**src/rtl/display_tx.sv**
```systemverilog
// Memory-mapped display transmitter: DSR/DDR register pair feeding an 8N1 serial line.
// The Ready bit gates new characters and together with INT_EN raises INT.
module display_tx #(
    parameter int CLKS_PER_BIT = 434
) (
    input  logic        clk,
    input  logic        rst_n,
    input  logic [15:0] MDR,
    input  logic        LD_DSR,
    input  logic        LD_DDR,
    output logic [15:0] DDR,
    output logic [15:0] DSR,
    output logic        WR,
    output logic        INT,
    output logic        tx
);

    // state | meaning
    // IDLE  | line high, Ready set, waiting for a character
    // START | start bit (low)
    // DATA  | eight data bits, LSB first
    // STOP  | stop bit (high); Ready is restored as it ends
    typedef enum logic [1:0] {IDLE, START, DATA, STOP} state_t;

    localparam logic [15:0] BAUD_TC = 16'(CLKS_PER_BIT - 1);

    state_t      r_state;
    logic [15:0] r_baud_cnt;
    logic [2:0]  r_bit_idx;
    logic        r_ready;
    logic [14:0] r_dsr_low;
    logic [15:0] r_ddr;
    logic        r_wr;
    logic        r_tx;

    logic        w_baud_tc;
    logic        w_accept_ddr;
    logic [2:0]  w_next_idx;

    assign w_baud_tc    = (r_baud_cnt == BAUD_TC);
    // LD_DSR wins a same-cycle collision, so the character store is dropped.
    assign w_accept_ddr = LD_DDR && r_ready && !LD_DSR;
    assign w_next_idx   = r_bit_idx + 3'd1;

    always_ff @(posedge clk or negedge rst_n) begin
        if (!rst_n) begin
            r_state    <= IDLE;
            r_baud_cnt <= '0;
            r_bit_idx  <= '0;
            r_ready    <= 1'b1;
            r_dsr_low  <= '0;
            r_ddr      <= '0;
            r_wr       <= 1'b0;
            r_tx       <= 1'b1;
        end else begin
            r_wr <= 1'b0;
            if (LD_DSR) begin
                r_dsr_low <= MDR[14:0];
                r_wr      <= 1'b1;
            end else if (w_accept_ddr) begin
                r_ddr   <= MDR;
                r_ready <= 1'b0;
                r_wr    <= 1'b1;
            end

            case (r_state)
                IDLE: begin
                    r_tx <= 1'b1;
                    if (w_accept_ddr) begin
                        r_state    <= START;
                        r_tx       <= 1'b0;
                        r_baud_cnt <= '0;
                    end
                end
                START: begin
                    if (w_baud_tc) begin
                        r_state    <= DATA;
                        r_tx       <= r_ddr[0];
                        r_bit_idx  <= '0;
                        r_baud_cnt <= '0;
                    end else begin
                        r_baud_cnt <= r_baud_cnt + 16'd1;
                    end
                end
                DATA: begin
                    if (w_baud_tc) begin
                        r_baud_cnt <= '0;
                        r_bit_idx  <= w_next_idx;
                        if (r_bit_idx == 3'd7) begin
                            r_state <= STOP;
                            r_tx    <= 1'b1;
                        end else begin
                            r_tx <= r_ddr[w_next_idx];
                        end
                    end else begin
                        r_baud_cnt <= r_baud_cnt + 16'd1;
                    end
                end
                STOP: begin
                    if (w_baud_tc) begin
                        r_state    <= IDLE;
                        r_ready    <= 1'b1;
                        r_baud_cnt <= '0;
                    end else begin
                        r_baud_cnt <= r_baud_cnt + 16'd1;
                    end
                end
                default: begin
                    r_state    <= IDLE;
                    r_tx       <= 1'b1;
                    r_baud_cnt <= '0;
                end
            endcase
        end
    end

    assign DDR = r_ddr;
    assign DSR = {r_ready, r_dsr_low};
    assign WR  = r_wr;
    assign INT = r_ready & r_dsr_low[14];
    assign tx  = r_tx;

endmodule

```
**config.mk**
```make
export PLATFORM = sky130hd
export DESIGN_NAME = display_tx
export DESIGN_NICKNAME = d
export VERILOG_FILES = /design/src/rtl/display_tx.sv
export SDC_FILE = /design/constraint.sdc
export NUM_CORES = 1
export LEC_CHECK = 0
export CORE_MARGIN = 2
export CORE_UTILIZATION = 56
export CTS_BUF_LIST = sky130_fd_sc_hd__clkbuf_4 sky130_fd_sc_hd__clkbuf_8
export DETAILED_ROUTE_END_ITERATION = 8
export HOLD_SLACK_MARGIN = 0.02
export PLACE_DENSITY = 0.86
export SLEW_MARGIN = 20
export SYNTH_ARGS = -nofsm -noshare
export SYNTH_HDL_FRONTEND = slang
export SYNTH_SLANG_ARGS = --single-unit
```
**constraint.sdc**
```tcl
create_clock -name clk -period 5.05 [get_ports clk]
set_input_delay 0.505 -clock clk [delete_from_list [all_inputs] [get_ports clk]]
set_output_delay 0.505 -clock clk [all_outputs]
set_load 0.03 [all_outputs]
```
==> flow_metrics.env <==
export IMPL_fin_util_pct=71.6
export IMPL_cts_tree="yes"
export IMPL_port_buffers=54
export IMPL_final_max_slew_viol_count=0
export IMPL_multi_input_comb_area_mm2=0.00123
export IMPL_post_dp_cell_area_mm2=0.00330
export IMPL_clkTransAtPathRegs_ps=100
export IMPL_num_vias=2058
export IMPL_viasPerCell=5.90
export IMPL_clk_path_buf_depth=2
export IMPL_hold_buffers=0
export IMPL_drc=0
export IMPL_p_seq_share_pct=54.5
export IMPL_combPwrFrac_pct=11.0
export IMPL_rsz0062_at_grt="no"
export IMPL_cp_data_required_time_ps=5240
export IMPL_drt_iter0_drc=83
export IMPL_worst_slack_ps=2650
export IMPL_cts_repair_resize_count=0
export IMPL_synth_seq_cells=55
export IMPL_grt_pass1_vias=2039
export IMPL_path_buf_inv=1
export IMPL_power_share_clock_pct=34.5
export IMPL_crit_fanout=17
export IMPL_finalHoldViolCount=0
export IMPL_grt_pass1_wl_mm=10.0
export IMPL_cp_start_kind="input pin"
export IMPL_startpoint="LD_DSR"
export IMPL_postRouteWirelength_mm=6.03
export IMPL_initial_core_util_pct=58.3
export IMPL_design_area_mm2=0.00340
export IMPL_clk_latency_ps=310
export IMPL_die_area_mm2=0.00553
export IMPL_max_cap_violations=0
export IMPL_fmax_mhz=417
export IMPL_synth_cells=234
export IMPL_dpl_worst_slack_ps=2340
export IMPL_io_pin_count=55
export IMPL_worstMarginPinSlew_ps=731
export IMPL_setup_viol=0
export IMPL_rr_endpoint="r_state[1]"
export IMPL_cts_setup_buffers=0
export IMPL_gp_congestion=0.815
export IMPL_rr_startpoint="r_state[0]"
export IMPL_ys_seq_area_share_pct=49.7
export IMPL_async_flop_share_pct=100
export IMPL_syn_area_mm2=0.00277
export IMPL_path_class="in -> reg"
export IMPL_crit_chain="clkdlybuf4s50_1 -> nand3b_1 -> nand2_1 -> o221ai_1 -> mux2_2"
export IMPL_relSlewSlack_pct=51.1
export IMPL_diodes=0
export IMPL_post_drt_wl_per_cell_um=17.3
export IMPL_overflow=0
export IMPL_power_total_mw=0.844
export IMPL_antenna_left=0
export IMPL_min_path_type="in -> async"
export IMPL_ys_flop_type="dfrtp_1"
export IMPL_placementRows=25
export IMPL_numCtsBuffers=5
export IMPL_min_period_over_period_pct=47.4
export IMPL_fin_setup_tns_ps=0
export IMPL_cp_top_family="buffers and inverters"
export IMPL_synth_edff_count=0
export IMPL_hold_slack_ps=303
export IMPL_htree_levels=2
export IMPL_ff2ff_path_depth=5
export IMPL_leakagePower_nw=1.46
export IMPL_clock_skew_ps=12.8
export IMPL_seq_area_mm2=0.00138
export IMPL_cts_root_buf="clkbuf_8"
export IMPL_place_hpwl_mm=4.13
export IMPL_die_h_um=74.4
export IMPL_syn_nets=263
export IMPL_internal_power_mw=0.648
export IMPL_grt_start_max_net_pins=56
export IMPL_slowest_stage="clkdlybuf4s50_1"
export IMPL_post_route_cells_drive_above_1_share_pct=18.8
export IMPL_switching_power_mw=0.196
export IMPL_finalNetCount=311
export IMPL_grt_antenna_before_repair=0
export IMPL_netlist_top_cell_by_area="dfrtp_1"
export IMPL_switching_share_pct=23.2
export IMPL_r2r_setup_slack_ps=2700
export IMPL_grtUsageTotal_pct=24.2
export IMPL_yosysWarnings=0
export IMPL_arrival_ps=2590
export IMPL_period_needed_ps=2400
export IMPL_synth_commonest_cells="53 x dfrtp_1, 34 x mux2_2, 12 x inv_1, 10 x nand2_1, 10 x nor2_1"
export IMPL_synth_cell_types=52
export IMPL_p_per_area_mw_per_mm2=248
export IMPL_core_mm2=0.00475
export IMPL_critPathMaxStageDelay_ps=790
export IMPL_syn2layout_area_growth_pct=22.7
export IMPL_nFillCells=360
export IMPL_numClockSinks=55
export IMPL_synth_area_leaders="dfrtp_1 48%, mux2_2 14%, ha_1 4.1%"
export IMPL_status="completed"
export IMPL_drtPass1Iterations=4
export IMPL_place_inst=342
export IMPL_die_x_um=74.4
export IMPL_crit_path_end_kind="flip-flop"
export IMPL_layout_cells_non_filler=349
export IMPL_synth_top_cell_area_share_pct=47.8
export IMPL_irDropWorstVdd_uv=175
export IMPL_synth_avg_cell_area_um2=11.8
export IMPL_yosys_cell_count_top_type="dfrtp_1"
## final cells by class
cell class,count,share of cell area (%)
clock buffer,6,2.24
timing repair buffer,56,16.2
multi-input combinational,151,36.3
sequential,55,40.5
clock inverter,1,0.883
inverter,13,1.43
tap,67,2.46
## cells in the final DEF, fill, tap and decap left out, types with 4 or more instances in the layout
cell type,instances
nor4_1,4
nand3_1,5
ha_1,9
clkbuf_8,5
nor2_1,10
mux2_2,34
inv_1,12
clkdlybuf4s50_1,53
o31ai_1,5
dfrtp_1,53
o21ai_0,7
a31oi_1,6
nand4_1,8
nand2_1,10
## sequential cells by signal, summed over array words and instances (netlist names)
register	cells
r_baud_cnt	16
tx	1
DDR	16
r_ready	1
WR	1
r_dsr_low	15
r_state	2
r_bit_idx	3
## logic make-up after synthesis
logic type	count (synthesis)	synth area share (%)
AOI/OAI and AO/OA	45	12.4
adders and majority gates	9	4.06
buffers and inverters	28	5.78
DFF	55	49.7
muxes	38	15.8
and+or+nand+nor	59	12.2
## per-layer routing
layer  up-vias  track usage, %  share of wire [%]
met3         7            8.67                7.3
li1        963               -                  -
met2        59            36.9                 47
met4         0            7.14                1.2
met5         -               0                  0
met1      1029            32.9                 45
## power groups by stage
stage	clock (mW)	sequential, mW	combinational (mW)
after CTS	0.297	0.459	0.0947
after detailed placement	0	0.468	0.0941
after floorplan	0	0.493	0.0151
final	0.291	0.460	0.0932
after global placement	0	0.467	0.0925
after global routing	0.318	0.461	0.0994
## worst max path at each step
| stage | depth (start not counted) | slack, ps | to |
|---|---|---|---|
| 4_1_cts | 5 | 2630 | r_state[1] |
| 2_1_floorplan | 7 | 3290 | r_state[1] |
| 3_3_place_gp | 5 | 2350 | r_state[1] |
| 3_5_place_dp | 5 | 2340 | r_state[1] |
| 6_report | 5 | 2650 | r_state[1] |
| 5_1_grt | 5 | 2480 | r_state[1] |
## worst register-to-register path, stage by stage, from the launching register on
cell,delay [ps]
dfrtp_1,410
inv_1,130
ha_1,610
nand2_1,450
o221ai_1,260
mux2_2,380
Power figures use the tool's default switching activity.
